### src/rtl/spm_memory_unit.sv
// Memory responder for RISC_SPM: RAM with its own address register plus a boot loader that
// fills the RAM from a byte stream before releasing cpu_rst_n. Optional macro: WR_PROTECT_EN.
module spm_memory_unit #(
  parameter int unsigned ADDR_W = 8,
  parameter int unsigned DATA_W = 8
`ifdef WR_PROTECT_EN
  ,
  parameter logic [ADDR_W-1:0] PROT_TOP = 8'h0F
`endif
) (
  input  logic              clk,
  input  logic              rst,
  input  logic [DATA_W-1:0] bus_2,
  input  logic [DATA_W-1:0] bus_1,
  input  logic              load_add_r,
  input  logic              write,
  output logic [DATA_W-1:0] mem_word,
  input  logic              boot_start,
  input  logic              boot_valid,
  input  logic [DATA_W-1:0] boot_data,
  output logic              boot_ready,
  output logic              cpu_rst_n,
  output logic              wr_err
);

  localparam int unsigned Depth = 1 << ADDR_W;

  typedef enum logic [1:0] {StBIdle, StBLen, StBLoad, StRun} state_e;

  state_e              state_q, state_d;
  logic [ADDR_W-1:0]   addr_q, addr_d;
  logic [ADDR_W-1:0]   cnt_q, cnt_d;
  logic [ADDR_W-1:0]   load_addr_q, load_addr_d;
  logic [DATA_W-1:0]   mem_q [Depth];

  logic                ram_we;
  logic [ADDR_W-1:0]   ram_waddr;
  logic [DATA_W-1:0]   ram_wdata;

`ifdef WR_PROTECT_EN
  logic wr_err_q, wr_err_d;
`endif

  always_comb begin
    state_d     = state_q;
    addr_d      = addr_q;
    cnt_d       = cnt_q;
    load_addr_d = load_addr_q;
    boot_ready  = 1'b0;
    cpu_rst_n   = 1'b0;
    ram_we      = 1'b0;
    ram_waddr   = addr_q;
    ram_wdata   = bus_1;
`ifdef WR_PROTECT_EN
    wr_err_d    = wr_err_q;
`endif
    unique case (state_q)
      StBIdle: begin
        if (boot_start) state_d = StBLen;
      end
      StBLen: begin
        boot_ready = 1'b1;
        if (boot_valid) begin
          // Length 0 decrements to all-ones and so counts the full 2^ADDR_W bytes.
          cnt_d       = boot_data[ADDR_W-1:0];
          load_addr_d = '0;
          state_d     = StBLoad;
        end
      end
      StBLoad: begin
        boot_ready = 1'b1;
        if (boot_valid) begin
          ram_we      = 1'b1;
          ram_waddr   = load_addr_q;
          ram_wdata   = boot_data;
          load_addr_d = load_addr_q + ADDR_W'(1);
          cnt_d       = cnt_q - ADDR_W'(1);
          if (cnt_q == ADDR_W'(1)) state_d = StRun;
        end
      end
      StRun: begin
        cpu_rst_n = 1'b1;
        if (load_add_r) addr_d = bus_2[ADDR_W-1:0];
        // Write targets the address held before any same-cycle load.
        if (write) begin
`ifdef WR_PROTECT_EN
          if (addr_q <= PROT_TOP) wr_err_d = 1'b1;
          else                    ram_we   = 1'b1;
`else
          ram_we = 1'b1;
`endif
        end
      end
      default: state_d = StBIdle;
    endcase
  end

  always_ff @(posedge clk) begin
    if (rst) begin
      state_q     <= StBIdle;
      addr_q      <= '0;
      cnt_q       <= '0;
      load_addr_q <= '0;
    end else begin
      state_q     <= state_d;
      addr_q      <= addr_d;
      cnt_q       <= cnt_d;
      load_addr_q <= load_addr_d;
    end
  end

`ifdef WR_PROTECT_EN
  always_ff @(posedge clk) begin
    if (rst) wr_err_q <= 1'b0;
    else     wr_err_q <= wr_err_d;
  end
  assign wr_err = wr_err_q;
`else
  assign wr_err = 1'b0;
`endif

  // RAM contents survive reset by design.
  always_ff @(posedge clk) begin
    if (ram_we) mem_q[ram_waddr] <= ram_wdata;
  end

  assign mem_word = mem_q[addr_q];

endmodule

### config.mk
export PLATFORM = sky130hd
export DESIGN_NAME = spm_memory_unit
export DESIGN_NICKNAME = d
export VERILOG_FILES = /design/src/rtl/spm_memory_unit.sv
export SDC_FILE = /design/constraint.sdc
export NUM_CORES = 2
export LEC_CHECK = 0
export CAP_MARGIN = 20
export CORE_MARGIN = 8
export CORE_UTILIZATION = 45
export DETAILED_ROUTE_END_ITERATION = 6
export GPL_ROUTABILITY_DRIVEN = 0
export PLACE_DENSITY = 0.61
export SLEW_MARGIN = 20
export SYNTH_ARGS = -nofsm -noshare
export SYNTH_HDL_FRONTEND = slang
export SYNTH_SLANG_ARGS = --single-unit
### constraint.sdc
create_clock -name clk -period 6.1 [get_ports clk]
set_input_delay 1.525 -clock clk [delete_from_list [all_inputs] [get_ports clk]]
set_output_delay 1.525 -clock clk [all_outputs]
set_load 0.02 [all_outputs]
==> metrics.cfg <==
[outcome]
status = finished, final reports clean

[power]
pwr-share-seq = 0.520
p_clk_frac = 0.410
power_frac_comb = 0.070
p_leak_uw = 0.02742
internal_power_uw = 24480
irDropWorstVdd_uv = 396.6
switching_share = 0.2245
power_switching_uw = 7085
p_per_area_nw_per_um2 = 342.1
power_uw = 31570

[global_routing]
grt_overflow_total = 0
grt_pass1_vias = 40400
grt_antenna_before_repair = 3
grt_max_degree = 142
grt_usage = 0.2083
grt_pass1_wl_um = 294500

[flow_run]
drv_cap = 0

[placed_design]
dp.cells = 6357
place_area_um2 = 85090
hpwl_um = 125100
numPortBuffers = 39

[synth]
ys.flop_type = edfxtp_1
synth_largest_area_cell = edfxtp_1
syn_nets = 4071
syn_area_um2 = 81470
synth-edff-count = 2048
synth_cells = 4034
synth_cell_types = 66
ys_ff_latch = 2082
ys_seq_area_frac = 0.7632
async_flop_share = 0
ys.warnings.count = 0
syn_avg_cell_area_um2 = 20.20
synth_top_area_frac = 0.7549
synth.area.top_cells = edfxtp_1, mux4_2, mux2i_1

[sta]
finalCritPeriodShare = 0.9829
fmax_mhz = 166.8
rsz0062_at_grt = no
period_needed_ps = 5996
worstMarginPinSlew_ps = 1103
tns_ps = 0
hold_violations = 0
setup_violations = 0
finalMaxSlewViolations = 0
slew_headroom = 0.2647
fin_worst_skew_ps = 29.54

[cells_and_area]
fin_area_um2 = 92260
nets = 4247
multi_input_area_um2 = 17860
fillers = 14300
drive_gt1_frac = 0.2214
mostFrequentLayoutCell = edfxtp_1
final_cells = 6756
mostFrequentLayoutCells = edfxtp_1, mux4_2, nor2_1, clkbuf_16, mux2i_1
register_area_um2 = 62200
area_growth_pct = 13.24

[worst_setup_path]
slowest_delay_ps = 570
worst_ep_required_time_ps = 4580
critPathKind = reg2out
crit_path_end_kind = primary output
path_max_fanout = 50
critPathLaunchType = flop
arrival_ps = 4470
cp_cell_sequence = buf_12 -> buf_12 -> buf_16 -> mux4_2 -> a22oi_1 -> a21oi_1 -> a21oi_1 -> o31ai_1 -> o211a_1 -> clkdlybuf4s50_1
cp_slowest_cell = clkdlybuf4s50_1

[detailed_routing]
drt-total-wl_um = 205700
vias = 40760
vias_per_cell = 6.033
firstDrtPassIters = 5
drc_errors = 0
route.detailed.wl_per_inst_um = 30.45
drtIter0Drc = 4685
drtAntennaViolNets = 0

[floorplanning]
core_um2 = 180400
start_util = 0.4517
die_h_um = 441.5
dieArea_um2 = 194900
chipWidth_um = 441.5
io_pins = 41
rows = 156

[clock_network]
clkTransAtPathRegs_ps = 60
cts_sinks = 2082
h-tree-depth = 4
insertion_delay_ps = 850
cts_buffers = 208
clk_path_buf_depth = 3
cts_tree = built
cts_root_buf = clkbuf_16

[hold_path]
hp-class = reg2reg

[state kept, by name, summed over array words and instances (netlist names), named ones only]
register and cells:
addr_q 8, load_addr_q 8, state_q 2, mem_q 2048, cnt_q 8
[critical path: cells and delay by family, from the launching register on]
| family | cells | cell delay (ps) |
|---|---|---|
| flip-flops | 1 | 460 |
| multiplexers | 1 | 550 |
| AO/OA/AOI/OAI | 5 | 1360 |
| buffers and inverters | 4 | 1150 |
[routing by layer]
metal  track usage  vias to the layer above  routed length [µm]
met4       0.05921                        0                5649
li1              -                    17080                   -
met3       0.03635                      308               15510
met2        0.3241                     1694               96800
met5             0                        -                   0
met1        0.3058                    21680               87770
[per-stage QoR]
stage,hold slack [ps],util,setup slack (ps)
6_report,484.8,0.5116,104.2
5_1_grt,515.1,0.5115,12.31
4_1_cts,484.8,0.5113,10.92
3_5_place_dp,477.4,0.4718,577.7
3_3_place_gp,464.6,0.4718,526.6
2_1_floorplan,445.0,-,1256
[power by group through the flow]
stage / sequential, µW / combinational (µW) / clock, µW
after detailed placement: 16700 / 2220 / 0
after global placement: 16700 / 2170 / 0
after global routing: 16400 / 2360 / 13600
after CTS: 16400 / 2240 / 13100
after floorplan: 16800 / 1170 / 0
final: 16400 / 2210 / 12900
[timing repair]
| item | CTS | global route |
|---|---|---|
| hold buffers | 0 | 0 |
| endpoints found under the setup margin | 7 | 5 |
| gates cloned | 2 | 1 |
| buffers inserted | 10 | 0 |
| pin swaps | 0 | 0 |
| resized for setup | 10 | 3 |
[Yosys cell counts (12+ instances only)]
cell,count
buf_6,26
a221oi_1,14
buf_1,13
nor2_1,306
a211oi_1,27
nand3b_1,19
buf_2,57
nand2_1,143
buf_12,13
a22o_1,12
nor2b_1,19
a21oi_1,106
o21ai_0,28
clkbuf_1,105
dfxtp_1,34
o221ai_1,37
a22oi_1,134
mux2_2,16
mux2i_1,158
buf_4,29
nand3_1,45
edfxtp_1,2048
mux4_2,429
nor3_1,23
o22ai_1,46
[path summary, 6_finish.rpt]
path,endpoint,slack (ps),start,cells past startpoint
max,mem_word[5],100,flop,10
min,cnt_q[1]$_SDFFE_PP0P_,480,cnt_q[1]$_SDFFE_PP0P_,2
max reg2reg,mem_q[5][6]$_DFFE_PP_,1750,state_q[0]$_SDFFE_PP0P_,8
min reg2reg,cnt_q[1]$_SDFFE_PP0P_,480,cnt_q[1]$_SDFFE_PP0P_,2
[layout make-up]
cell class                 instances  share of cell area
sequential                      2082              0.6742
multi-input combinational       1694              0.1936
clock buffer                     254             0.05909
tap                             2370             0.03214
timing repair buffer             216             0.02480
clock inverter                   127             0.01579
inverter                           8           0.0003255
antenna                            5           0.0001356
[cell families (layout without fill, tap and decap cells)]
kind of cell / count (synthesis) / after routing / share of synthesized area
adder cells (fa/ha/maj): 7 / 7 / 0.001075
AO/OA/AOI/OAI: 472 / 472 / 0.04022
AND/OR/NAND/NOR: 601 / 601 / 0.03194
buffers and inverters: 258 / 605 / 0.02006
multiplexers: 613 / 613 / 0.1434
other: 1 / 6 / 0.00004603
flip-flops: 2082 / 2082 / 0.7632
Note: power is estimated with default switching activity, not from simulation.
